==> config.mk <==
export PLATFORM = sky130hd
export DESIGN_NAME = julia_frame_sequencer
export DESIGN_NICKNAME = d
export VERILOG_FILES = /design/src/rtl/julia_pkg.sv /design/src/rtl/fix_to_float.sv /design/src/rtl/julia_frame_sequencer.sv
export SDC_FILE = /design/constraint.sdc
export NUM_CORES = 1
export LEC_CHECK = 0
export ABC_AREA = 1
export BUFFER_PORTS_ARGS = -buffer_cell sky130_fd_sc_hd__buf_4
export CELL_PAD_IN_SITES_DETAIL_PLACEMENT = 0
export CELL_PAD_IN_SITES_GLOBAL_PLACEMENT = 1
export CORE_MARGIN = 2
export CORE_UTILIZATION = 46
export DETAILED_ROUTE_END_ITERATION = 8
export GPL_ROUTABILITY_DRIVEN = 1
export GPL_TIMING_DRIVEN = 0
export PLACE_DENSITY = 0.84
export SLEW_MARGIN = 10
export SYNTH_ARGS = -nofsm -noshare
export SYNTH_HDL_FRONTEND = slang
export SYNTH_SLANG_ARGS = --single-unit
==> constraint.sdc <==
create_clock -name clk -period 8.71 [get_ports clk]
set_input_delay 0.871 -clock clk [delete_from_list [all_inputs] [get_ports clk]]
set_output_delay 0.871 -clock clk [all_outputs]
set_load 0.03 [all_outputs]
==> src/rtl/julia_pkg.sv <==
// Shared definitions for the Julia frame sequencer: state encoding, counter
// width and default coordinate fixed-point format.
package julia_pkg;

  localparam int COUNT_W    = 13;
  localparam int FLOAT_BIAS = 127;
  localparam int FIX_W_DEF  = 24;
  localparam int FRAC_DEF   = 20;

  typedef enum logic [2:0] {
    ST_IDLE,
    ST_CLEAR,
    ST_RUN,
    ST_SETTLE,
    ST_WRITE,
    ST_DONE
  } state_t;

endpackage

==> src/rtl/fix_to_float.sv <==
// Combinational signed fixed-point to IEEE-754 single conversion; the mantissa
// is truncated, and zero maps to +0.0.
module fix_to_float
  import julia_pkg::*;
#(
  parameter int FIX_W = FIX_W_DEF,
  parameter int FRAC  = FRAC_DEF
) (
  input  logic [FIX_W-1:0] fix_in,
  output logic [31:0]      float_out
);

  logic [FIX_W-1:0]    mag;
  logic [7:0]          lead;
  logic [7:0]          shamt;
  logic [7:0]          exp_field;
  logic [FIX_W+22:0]   ext;
  logic [22:0]         mant;

  // The most-negative input negates to itself, which read unsigned is exactly
  // its magnitude 2^(FIX_W-1).
  always_comb begin
    mag  = fix_in[FIX_W-1] ? (~fix_in + 1'b1) : fix_in;
    lead = '0;
    for (int i = 0; i < FIX_W; i++) begin
      if (mag[i]) lead = 8'(i);
    end
    shamt     = 8'(FIX_W - 1) - lead;
    ext       = {mag, 23'b0} << shamt;
    mant      = ext[FIX_W+21 -: 23];
    exp_field = 8'(FLOAT_BIAS - FRAC) + lead;
    float_out = (mag == '0) ? 32'h0 : {fix_in[FIX_W-1], exp_field, mant};
  end

endmodule

==> src/rtl/julia_frame_sequencer.sv <==
// Frame sequencer for julia_iteration: walks the pixel grid, runs the shared
// iteration counter per pixel and hands each colour to the frame writer.
module julia_frame_sequencer
  import julia_pkg::*;
#(
  parameter int H_RES      = 640,
  parameter int V_RES      = 480,
  parameter int COUNT_MAX  = 8191,
  parameter int CLEAR_CYC  = 2,
  parameter int SETTLE_CYC = 2,
  parameter int FIX_W      = FIX_W_DEF,
  parameter int FRAC       = FRAC_DEF
) (
  input  logic               clk,
  input  logic               rst,
  input  logic               start,
  input  logic [FIX_W-1:0]   cfg_x0,
  input  logic [FIX_W-1:0]   cfg_y0,
  input  logic [FIX_W-1:0]   cfg_dx,
  input  logic [FIX_W-1:0]   cfg_dy,
  output logic               aclr,
  output logic [COUNT_W-1:0] count,
  output logic [31:0]        rZ,
  output logic [31:0]        iZ,
  input  logic [7:0]         red_in,
  input  logic [7:0]         blue_in,
  output logic               pix_valid,
  input  logic               pix_ready,
  output logic [9:0]         pix_x,
  output logic [8:0]         pix_y,
  output logic [7:0]         pix_red,
  output logic [7:0]         pix_blue,
  output logic               busy,
  output logic               done
);

  localparam logic [COUNT_W-1:0] CNT_LAST    = COUNT_W'(COUNT_MAX);
  localparam logic [7:0]         CLEAR_LAST  = 8'(CLEAR_CYC - 1);
  localparam logic [7:0]         SETTLE_LAST = 8'(SETTLE_CYC - 1);
  localparam logic [9:0]         X_LAST      = 10'(H_RES - 1);
  localparam logic [8:0]         Y_LAST      = 9'(V_RES - 1);

  state_t             state_q, state_d;
  logic [7:0]         cyc_q, cyc_d;
  logic [COUNT_W-1:0] count_q, count_d;
  logic               aclr_q, aclr_d;
  logic               valid_q, valid_d;
  logic               busy_q, busy_d;
  logic               done_q, done_d;
  logic [FIX_W-1:0]   x0_q, x0_d;
  logic [FIX_W-1:0]   dx_q, dx_d;
  logic [FIX_W-1:0]   dy_q, dy_d;
  logic [FIX_W-1:0]   x_acc_q, x_acc_d;
  logic [FIX_W-1:0]   y_acc_q, y_acc_d;
  logic [31:0]        rz_q, rz_d, rz_conv;
  logic [31:0]        iz_q, iz_d, iz_conv;
  logic [9:0]         pix_x_q, pix_x_d;
  logic [8:0]         pix_y_q, pix_y_d;
  logic [7:0]         red_q, red_d;
  logic [7:0]         blue_q, blue_d;

  fix_to_float #(.FIX_W(FIX_W), .FRAC(FRAC)) u_conv_re (.fix_in(x_acc_q), .float_out(rz_conv));
  fix_to_float #(.FIX_W(FIX_W), .FRAC(FRAC)) u_conv_im (.fix_in(y_acc_q), .float_out(iz_conv));

  always_comb begin
    state_d = state_q;
    cyc_d   = cyc_q;
    count_d = count_q;
    aclr_d  = 1'b0;
    valid_d = valid_q;
    x0_d    = x0_q;
    dx_d    = dx_q;
    dy_d    = dy_q;
    x_acc_d = x_acc_q;
    y_acc_d = y_acc_q;
    rz_d    = rz_q;
    iz_d    = iz_q;
    pix_x_d = pix_x_q;
    pix_y_d = pix_y_q;
    red_d   = red_q;
    blue_d  = blue_q;

    case (state_q)
      ST_IDLE: begin
        if (start) begin
          x0_d    = cfg_x0;
          dx_d    = cfg_dx;
          dy_d    = cfg_dy;
          x_acc_d = cfg_x0;
          y_acc_d = cfg_y0;
          pix_x_d = '0;
          pix_y_d = '0;
          count_d = '0;
          cyc_d   = '0;
          aclr_d  = 1'b1;
          state_d = ST_CLEAR;
        end
      end
      // The start value is re-registered every CLEAR cycle; the accumulators
      // do not move here, so rZ/iZ settle after the first edge.
      ST_CLEAR: begin
        count_d = '0;
        rz_d    = rz_conv;
        iz_d    = iz_conv;
        if (cyc_q == CLEAR_LAST) begin
          cyc_d   = '0;
          state_d = ST_RUN;
        end else begin
          cyc_d = cyc_q + 8'd1;
        end
      end
      ST_RUN: begin
        if (count_q == CNT_LAST) begin
          cyc_d   = '0;
          state_d = ST_SETTLE;
        end else begin
          count_d = count_q + COUNT_W'(1);
        end
      end
      ST_SETTLE: begin
        if (cyc_q == SETTLE_LAST) begin
          red_d   = red_in;
          blue_d  = blue_in;
          valid_d = 1'b1;
          state_d = ST_WRITE;
        end else begin
          cyc_d = cyc_q + 8'd1;
        end
      end
      ST_WRITE: begin
        if (pix_ready) begin
          valid_d = 1'b0;
          count_d = '0;
          cyc_d   = '0;
          if (pix_x_q < X_LAST) begin
            pix_x_d = pix_x_q + 10'd1;
            x_acc_d = x_acc_q + dx_q;
            aclr_d  = 1'b1;
            state_d = ST_CLEAR;
          end else if (pix_y_q < Y_LAST) begin
            pix_x_d = '0;
            x_acc_d = x0_q;
            pix_y_d = pix_y_q + 9'd1;
            y_acc_d = y_acc_q + dy_q;
            aclr_d  = 1'b1;
            state_d = ST_CLEAR;
          end else begin
            state_d = ST_DONE;
          end
        end
      end
      ST_DONE: state_d = ST_IDLE;
      default: state_d = ST_IDLE;
    endcase

    busy_d = (state_d != ST_IDLE);
    done_d = (state_d == ST_DONE);
  end

  always_ff @(posedge clk or negedge rst) begin
    if (!rst) begin
      state_q <= ST_IDLE;
      cyc_q   <= '0;
      count_q <= '0;
      aclr_q  <= 1'b0;
      valid_q <= 1'b0;
      busy_q  <= 1'b0;
      done_q  <= 1'b0;
      x0_q    <= '0;
      dx_q    <= '0;
      dy_q    <= '0;
      x_acc_q <= '0;
      y_acc_q <= '0;
      rz_q    <= '0;
      iz_q    <= '0;
      pix_x_q <= '0;
      pix_y_q <= '0;
      red_q   <= '0;
      blue_q  <= '0;
    end else begin
      state_q <= state_d;
      cyc_q   <= cyc_d;
      count_q <= count_d;
      aclr_q  <= aclr_d;
      valid_q <= valid_d;
      busy_q  <= busy_d;
      done_q  <= done_d;
      x0_q    <= x0_d;
      dx_q    <= dx_d;
      dy_q    <= dy_d;
      x_acc_q <= x_acc_d;
      y_acc_q <= y_acc_d;
      rz_q    <= rz_d;
      iz_q    <= iz_d;
      pix_x_q <= pix_x_d;
      pix_y_q <= pix_y_d;
      red_q   <= red_d;
      blue_q  <= blue_d;
    end
  end

  assign aclr      = aclr_q;
  assign count     = count_q;
  assign rZ        = rz_q;
  assign iZ        = iz_q;
  assign pix_valid = valid_q;
  assign pix_x     = pix_x_q;
  assign pix_y     = pix_y_q;
  assign pix_red   = red_q;
  assign pix_blue  = blue_q;
  assign busy      = busy_q;
  assign done      = done_q;

endmodule

==> out/results.tsv, run 1 <==
metric	value	unit
Synth Instances	2347	
Slew @ Worst Pin	0.945	ns
synth cell count leaders	763 x nand2_1, 263 x nand3_1, 247 x dfrtp_1	
Die X	194	um
number of iterations in the first detailed-routing pass	9	
most numerous cell in the Yosys netlist	nand2_1	
# DRC	34	
max incr delay on CP	0.45	ns
PortBufs	231	
clk sinks	247	
Die Height	194	um
#FFs+latches synth	247	
# fillers	3517	
Worst EP required	9.17	ns
CTS tree	built	
Max FO, Critical Path	10	
Fmax	184	MHz
vias in the first global route	15671	
Crit Reg-Reg Startpoint	x_acc_q[1]	
Tot GR Track Use	28.4	%
Starting Density	46.7	%
Crit Path Category	register to register	
r2r endpoint	rZ[22]	
Final Cycle Share	62.6	%
largest net degree at the start of global routing	68	
WP depth	28	
post-synth cell types	61	
Warnings, synthesis	0	
Synth-to-Final Area Change	20.5	%
async set or reset register ratio after synthesis	100	%
Total Wirelength	54100	um
status	finished, violations left	
Syn Std Cell Area	0.0167	mm2
Register-to-Register Path Depth	28	
Avg Vias per Cell	5.34	
fraction of layout cells with a size suffix above 1	15.1	%
post-DP HPWL	42200	um
CP top delay family	simple AND/OR/NAND/NOR gates	
Final #Nets	2791	
Vias	16548	
initial antenna violation count	4	
GR Overflow Total	0	
EDFF count, synth	0	
clock root buffer	clkbuf_16	
Yosys top cell by area	dfrtp_1	
Clock Tree Buf Depth	3	
Synth area leaders	dfrtp_1 37%, nand2_1 17%, nand3_1 7.9%, inv_1 4.6%, ha_1 4.6%	
1st-iter DRT viols	1084	
GP Congestion	0.925	
full die area	0.0377	mm2
main flop type after synthesis	dfrtp_1	
Mapped Avg Cell Area	7.10	um2
r2r setup slk	3.26	ns
Final ANT Viol Nets	0	
Setup Buffers After CTS	0	
Critical Path Sink	rZ[22]	
Slew headroom	36.7	%
clock transition at the registers of the reported paths	0.06	ns
first-pass GRT wire length	86100	um
top-area cell type share of the netlist area	37.1	%
hold slack final	0.239	ns
crit path from	x_acc_q[1]	
core area	0.0357	mm2
CP Buf/Inv Count	6	
Final Skew	0.0275	ns
arrival time worst endpoint	5.91	ns
PostCTS Resize Cnt	0	
fin. max-slew vios	0	
cts hold-fix bufs	0	
Placement Rows	69	
Critical Path Source Type	register	
final setup vio count	0	
CTS H-tree lvls	1	
I/O pin count	232	
RSZ-0062 raised after global routing	no	
Final Hold Viols	0	
CP Capture Type	register	
post-synthesis sequential area ratio	37.1	%
WL/cell	17.5	um
worst-skew pair later-pin latency	0.59	ns
clock buffer count from CTS	29	
post-synthesis net count	2526	
min-delay worst type	input port to asynchronous set/reset pin	
Final Critical Period	5.45	ns
failing checks	design-rule violations	
Setup TNS	0	ns
CP max stage cell	dfrtp_1	
max-cap check violation count	0	
-- metal layers --
metal  up-vias  part of all wire, %  global-route usage (%)
met5         -                0.050                       0
met4         4                  2.3                    6.61
met3        73                  6.3                    4.88
met2       517                   45                    45.8
met1      7730                   46                    39.8
li1       8224                    -                       -
-- cells by family (layout without fill, tap and decap cells) --
| logic type | Yosys count | after routing | synth area share [%] |
|---|---|---|---|
| AOI/OAI and AO/OA | 344 | 344 | 12.0 |
| adders and majority gates | 63 | 63 | 4.82 |
| xor gates and xnor gates | 78 | 78 | 4.28 |
| buffers and inverters | 328 | 616 | 7.98 |
| other | 0 | 2 | 0 |
| DFF | 247 | 247 | 37.1 |
| and+or+nand+nor | 1287 | 1287 | 33.8 |
-- layout make-up --
type,instances,area (um2),share of cell area (%)
multi-input cells,1772,9150,45.6
plain buffers,94,440,2.19
diodes,2,5.00,0.0249
well taps,461,577,2.87
flip-flops and latches,247,6180,30.8
clock inverters,12,134,0.667
clock buffers,42,865,4.31
inverters,234,890,4.43
repair buffers,234,1820,9.09
-- worst min-delay path by stage --
stage,end,from
3_5_place_dp,x0_q[2],x0_q[2]
4_1_cts,iZ[19],rst
5_1_grt,iZ[19],rst
3_3_place_gp,x0_q[2],x0_q[2]
2_1_floorplan,x0_q[13],x0_q[13]
6_report,iZ[19],rst
-- sequential cells by signal, indices dropped and copies added (netlist names) --
name / flops
aclr: 1
busy: 1
count: 13
cyc_q: 8
done: 1
dx_q: 24
dy_q: 24
iZ: 32
pix_blue: 8
pix_red: 8
pix_valid: 1
pix_x: 10
pix_y: 9
rZ: 32
state_q: 3
x0_q: 24
x_acc_q: 24
y_acc_q: 24
-- per-stage QoR --
stage | instances | util, % | setup WS [ns] | instance area [um2]
after CTS | 3096 | 56.3 | 3.33 | 20100
after floorplan | 2347 | - | 4.48 | 16700
after global placement | 3039 | 53.2 | 3.43 | 19000
after detailed placement | 3042 | 53.5 | 3.38 | 19100
after global routing | 3097 | 56.3 | 2.73 | 20100
final | 3098 | 56.3 | 3.26 | 20100
-- cell usage in the layout, fill, tap and decap left out, types with 6 or more instances in the layout --
cell type / count
a21oi_1: 119
a22oi_1: 18
a31oi_1: 7
buf_1: 6
buf_2: 16
buf_4: 235
clkbuf_1: 65
clkbuf_16: 29
clkbuf_8: 9
clkinv_2: 7
dfrtp_1: 247
ha_1: 61
inv_1: 206
inv_2: 22
nand2_1: 763
nand2_2: 7
nand3_1: 263
nand4_1: 14
nor2_1: 151
nor2_2: 11
nor2_8: 6
nor3_1: 22
nor3b_1: 9
nor4_1: 7
o211ai_1: 29
o21ai_0: 96
o21ai_1: 25
o22ai_1: 16
o31ai_1: 6
xnor2_1: 18
xor2_1: 56
Power of run 1 is left out: the tool's default activity adds up to more than one toggle a clock period on the data nets, which glitch-free logic cannot reach.
==> run 2: changes to the inputs <==
--- a/config.mk
+++ b/config.mk
@@ -10,11 +10,11 @@
 export CELL_PAD_IN_SITES_DETAIL_PLACEMENT = 0
 export CELL_PAD_IN_SITES_GLOBAL_PLACEMENT = 1
 export CORE_MARGIN = 2
-export CORE_UTILIZATION = 46
+export CORE_UTILIZATION = 38
 export DETAILED_ROUTE_END_ITERATION = 8
 export GPL_ROUTABILITY_DRIVEN = 1
 export GPL_TIMING_DRIVEN = 0
-export PLACE_DENSITY = 0.84
+export PLACE_DENSITY = 0.74
 export SLEW_MARGIN = 10
 export SYNTH_ARGS = -nofsm -noshare
 export SYNTH_HDL_FRONTEND = slang
==> constraint.sdc (replaced) <==
create_clock -name clk -period 5 [get_ports clk]
set_input_delay 0.5 -clock clk [delete_from_list [all_inputs] [get_ports clk]]
set_output_delay 0.5 -clock clk [all_outputs]
set_load 0.03 [all_outputs]
==> run 2 against run 1 <==
  * The run now ends clean
  * Clock skew rose by 0.0040 ns
  * Global-route usage fell by 3.5 points
  * Highest routed layer unchanged
  * Critical path depth fell by 1
==> out/results.tsv, run 2 (synthesis gave the netlist of run 1 again) <==
metric	value	unit	change
WL/cell	17.6	um	was 17.5 um
max incr delay on CP	0.45	ns	about the same
worst-skew pair later-pin latency	0.61	ns	was 0.59 ns
non-filler instance count after layout	3229		was 3098
first-pass GRT wire length	88800	um	was 86100 um
Avg Vias per Cell	5.11		was 5.34
PortBufs	231		unchanged
I/O pin count	232		unchanged
clock transition at the registers of the reported paths	0.06	ns	about the same
Total Wirelength	56700	um	was 54100 um
final setup vio count	0		unchanged
pre-CTS setup slack	-0.287	ns	was 3.38 ns
largest net degree at the start of global routing	107		was 68
clock buffer count from CTS	31		was 29
Crit Reg-Reg Startpoint	x_acc_q[1]		unchanged
Max FO, Critical Path	10		unchanged
Crit Path Category	register to register		unchanged
Tot GR Track Use	24.9	%	was 28.4%
GR Overflow Total	0		unchanged
Critical Path Source Type	register		unchanged
clk sinks	247		unchanged
r2r setup slk	0.42	ns	was 3.26 ns
commonest non-fill, non-tap cell in the layout	nand2_1		unchanged
Final WS setup	0.416	ns	was 3.26 ns
vias in the first global route	15992		was 15671
RSZ-0062 raised after global routing	no		unchanged
1st-iter DRT viols	1056		was 1084
CTS H-tree lvls	1		unchanged
Slew headroom	22.1	%	was 36.7%
CP max stage cell	dfrtp_1		unchanged
arrival time worst endpoint	5.07	ns	was 5.91 ns
Final Cycle Share	91.7	%	was 62.6%
min-delay worst type	input port to register		was input port to asynchronous set/reset pin
crit path from	x_acc_q[1]		unchanged
most frequent cells in the layout	763 x nand2_1, 262 x nand3_1, 247 x dfrtp_1, 238 x buf_4, 203 x inv_1		was 763 x nand2_1, 263 x nand3_1, 247 x dfrtp_1, 235 x buf_4, 206 x inv_1
Register-to-Register Path Depth	27		was 28
initial antenna violation count	4		unchanged
Slew @ Worst Pin	1.16	ns	was 0.945 ns
Final Critical Period	4.58	ns	was 5.45 ns
fraction of layout cells with a size suffix above 1	15.6	%	was 15.1%
Die Height	213	um	was 194 um
# fillers	4518		was 3517
status	finished, final reports clean		was finished, violations left
Worst EP required	5.49	ns	was 9.17 ns
Vias	16498		was 16548
Final Skew	0.0314	ns	was 0.0275 ns
Starting Density	38.6	%	was 46.7%
r2r endpoint	rZ[22]		unchanged
Synth-to-Final Area Change	22.5	%	was 20.5%
Fmax	218	MHz	was 184 MHz
Hold Crit Depth	3		
GP Congestion	0.884		was 0.925
core area	0.0432	mm2	was 0.0357 mm2
Final Hold Viols	0		unchanged
Die X	213	um	was 194 um
Critical Path Sink	rZ[22]		unchanged
CP Capture Type	register		unchanged
CTS tree	built		unchanged
placed insts	3165		was 3042
post-layout util	47.3	%	was 56.3%
Placement Rows	76		was 69
full die area	0.0455	mm2	was 0.0377 mm2
max-cap check violation count	0		unchanged
Clock Tree Buf Depth	3		unchanged
Final #Nets	2794		was 2791
clock root buffer	clkbuf_16		unchanged
fin. max-slew vios	0		unchanged
Final ANT Viol Nets	0		unchanged
post-DP HPWL	44300	um	was 42200 um
number of iterations in the first detailed-routing pass	5		was 9
most frequent cell on the critical path	nand2_1		
# DRC	0		was 34
[run 2: changes by cell type in the layout (fill, tap and decap cells not counted), sizes merged]
cell and change:
clkbuf +4, clkinv -3, bufinv +2, diode +2
dlygate4sd3 +1, inv +1
[run 2: how the worst min path moves through the flow]
stage / start / endpoint / slack (ns)
final: cfg_dx[3] / dx_q[3] / 0.1
after detailed placement: x0_q[4] / x0_q[4] / 0.46
after global routing: cfg_dx[15] / dx_q[15] / 0.08
after floorplan: rst / aclr / 0.20
after global placement: x0_q[2] / x0_q[2] / 0.45
after CTS: cfg_dx[3] / dx_q[3] / 0.07
[run 2: worst max-delay path, delay by kind of cell (launching register included)]
kind | cells | cell delay (ns)
AOI/OAI and AO/OA | 1 | 0.14
DFF | 1 | 0.45
xor gates and xnor gates | 1 | 0.22
buffers and inverters | 5 | 0.74
and+or+nand+nor | 18 | 2.45
adders and majority gates | 2 | 0.46
[run 2: layer usage]
layer / vias to the layer above / share of wire, % / wire (um) / GRT usage, %
met3: 76 / 5.7 / 3230 / 4.76
met2: 429 / 45 / 25600 / 40.2
li1: 8226 / - / - / -
met4: 4 / 2.5 / 1410 / 6.35
met1: 7763 / 47 / 26500 / 34.3
met5: - / 0.041 / 23 / 0
[run 2: area by class of cell]
cell class                 count  area [um2]  share of cell area (%)
multi-input combinational   1772        9240                    45.2
sequential                   247        6180                    30.3
timing repair buffer         237        1830                    8.96
clock buffer                  46         902                    4.42
inverter                     234         895                    4.38
tap                          585         732                    3.59
buffer                        92         438                    2.15
clock inverter                12         189                   0.926
antenna                        4        10.0                  0.0490
[run 2: what timing repair did]
item                                    in CTS  in global routing
setup buffers                                0                  3
hold endpoints to repair                    67                  0
gates resized for setup                      5                 16
endpoints found under the setup margin      31                 43
hold buffers                                 1                  0
pin swaps                                    0                  1
[run 2: through the flow]
step,TNS [ns],hold slack (ns),cell area [um2]
6_report,0,0.0987,20400
5_1_grt,0,0.0834,20400
4_1_cts,0,0.0703,20300
3_5_place_dp,-3.38,0.459,19200
3_3_place_gp,-2.84,0.450,19100
2_1_floorplan,0,0.204,16700
Power of run 2 is left out for the same reason.
==> run 3: changes to the inputs <==
==> constraint.sdc (replaced) <==
create_clock -name clk -period 5 [get_ports clk]
set_input_delay 0 -clock clk [delete_from_list [all_inputs] [get_ports clk]]
set_output_delay 0 -clock clk [all_outputs]
set_load 0.03 [all_outputs]
==> run 3 against run 2 <==
  * Final area is 5.8% higher
  * Sequential share of layout area fell by 1.7 points
  * Sequential cell count is the same
  * Maximum frequency hardly changed
  * Clock-buffer cell count unchanged
  * Non-clock buffer count up 116
  * First-iteration DRC count increased by 1.8%
==> out/results.tsv, run 3 (synthesis gave the netlist of run 1 again) <==
metric	value	unit	change
max-cap check violation count	0		unchanged
commonest non-fill, non-tap cell in the layout	nand2_1		unchanged
CTS H-tree lvls	1		unchanged
worst-skew pair later-pin latency	0.61	ns	about the same
clk sinks	247		unchanged
Slew headroom	24.9	%	was 22.1%
PortBufs	231		unchanged
clock transition at the registers of the reported paths	0.06	ns	about the same
non-filler instance count after layout	3345		was 3229
Final Hold Viols	0		unchanged
Final #Nets	2910		was 2794
Die X	213	um	unchanged
core area	0.0432	mm2	unchanged
WP depth	27		unchanged
Placement Rows	76		unchanged
post-DP HPWL	44300	um	unchanged
arrival time worst endpoint	5.07	ns	about the same
Final Skew	0.0311	ns	was 0.0314 ns
clock root buffer	clkbuf_16		unchanged
max incr delay on CP	0.45	ns	about the same
largest net degree at the start of global routing	107		unchanged
CP Buf/Inv Count	5		unchanged
Crit Path Category	register to register		unchanged
placed insts	3165		unchanged
# DRC	0		unchanged
GR Overflow Total	0		unchanged
Tot GR Track Use	25.4	%	was 24.9%
I/O pin count	232		unchanged
fraction of layout cells with a size suffix above 1	14.9	%	was 15.6%
Slew @ Worst Pin	1.12	ns	was 1.16 ns
status	finished, final reports clean		unchanged
CP max stage cell	dfrtp_1		unchanged
Die Height	213	um	unchanged
min-delay worst type	input port to register		unchanged
CP Capture Type	register		unchanged
CTS tree	built		unchanged
most frequent cells in the layout	763 x nand2_1, 262 x nand3_1, 247 x dfrtp_1, 238 x buf_4, 203 x inv_1		unchanged
initial antenna violation count	5		was 4
Synth-to-Final Area Change	29.6	%	was 22.5%
CP top delay family	simple AND/OR/NAND/NOR gates		unchanged
RSZ-0062 raised after global routing	no		unchanged
most frequent cell on the critical path	nand2_1		unchanged
Final Critical Period	4.58	ns	about the same
Vias	17019		was 16498
clock buffer count from CTS	31		unchanged
1st-iter DRT viols	1075		was 1056
Register-to-Register Path Depth	27		unchanged
Fmax	218	MHz	about the same
final setup vio count	0		unchanged
Critical Path Source Type	register		unchanged
Final Cycle Share	91.6	%	was 91.7%
GP Congestion	0.884		unchanged
first-pass GRT wire length	91300	um	was 88800 um
Worst EP required	5.49	ns	about the same
Starting Density	38.6	%	unchanged
Max FO, Critical Path	10		unchanged
Hold Crit Depth	4		was 3
fin. max-slew vios	0		unchanged
number of iterations in the first detailed-routing pass	7		was 5
Clock Tree Buf Depth	3		unchanged
vias in the first global route	16595		was 15992
Final ANT Viol Nets	0		unchanged
Avg Vias per Cell	5.09		was 5.11
WL/cell	17.3	um	was 17.6 um
Total Wirelength	58000	um	was 56700 um
full die area	0.0455	mm2	unchanged
-- run 3: cell types whose count changed in the layout (fill, tap and decap cells not counted) --
cell / delta
buf_16: +1
dlygate4sd3_1: +115
-- run 3: path summary, 6_finish.rpt --
check,slack (ns),startpoint,to
max in group asynchronous,3.52,rst,x0_q[17]
worst max register to register,0.42,x_acc_q[1],rZ[22]
worst min-delay path,0.14,cfg_dx[21],dx_q[21]
worst min register to register,0.47,pix_red[0],pix_red[0]
min in group asynchronous,0.50,rst,iZ[20]
worst max-delay path,0.42,x_acc_q[1],rZ[22]
-- run 3: layout make-up --
type	instances	area [um2]
Antenna cell	4	10.0
Timing Repair Buffer	353	3010
Clock buffer	46	902
Buffer	92	438
Sequential cell	247	6180
Tap cell	585	732
Clock inverter	12	189
Fill cell	4397	21600
Multi-Input combinational cell	1772	9240
Inverter	234	895
-- run 3: worst reg2reg max path, delay by kind of cell, from the launching register on --
kind            cells  cell delay [ns]
simple gates       18             2.51
fa+ha+maj           2             0.46
buf+inv             5             0.74
compound gates      1             0.12
xor+xnor            1             0.19
flops               1             0.45
-- run 3: what timing repair did --
action	CTS	global route
hold buffers	117	0
pin swaps	0	1
setup endpoints to repair	31	43
resized for setup	5	16
setup buffers	0	3
hold endpoints to repair	283	0
-- run 3: metrics by stage --
step	setup TNS, ns	cell area (um2)	worst slack [ns]	hold slack, ns	util [%]
after global placement	-2.84	19100	-0.270	0.201	44.3
after floorplan	0	16700	0.765	-0.296	-
after global routing	0	21600	0.00926	0.137	50.0
after detailed placement	-3.38	19200	-0.287	-0.0160	44.5
final	0	21600	0.420	0.140	50.0
after CTS	0	21500	0.0666	0.116	49.7
-- run 3: metal layers --
metal / global-route usage (%) / vias to the layer above / routed length, um
met3: 3.93 / 86 / 2970
met2: 41.5 / 478 / 26400
met1: 35.2 / 7994 / 27000
met5: 0 / - / 13
li1: - / 8459 / -
met4: 6.87 / 2 / 1590
Power of run 3 is left out for the same reason.
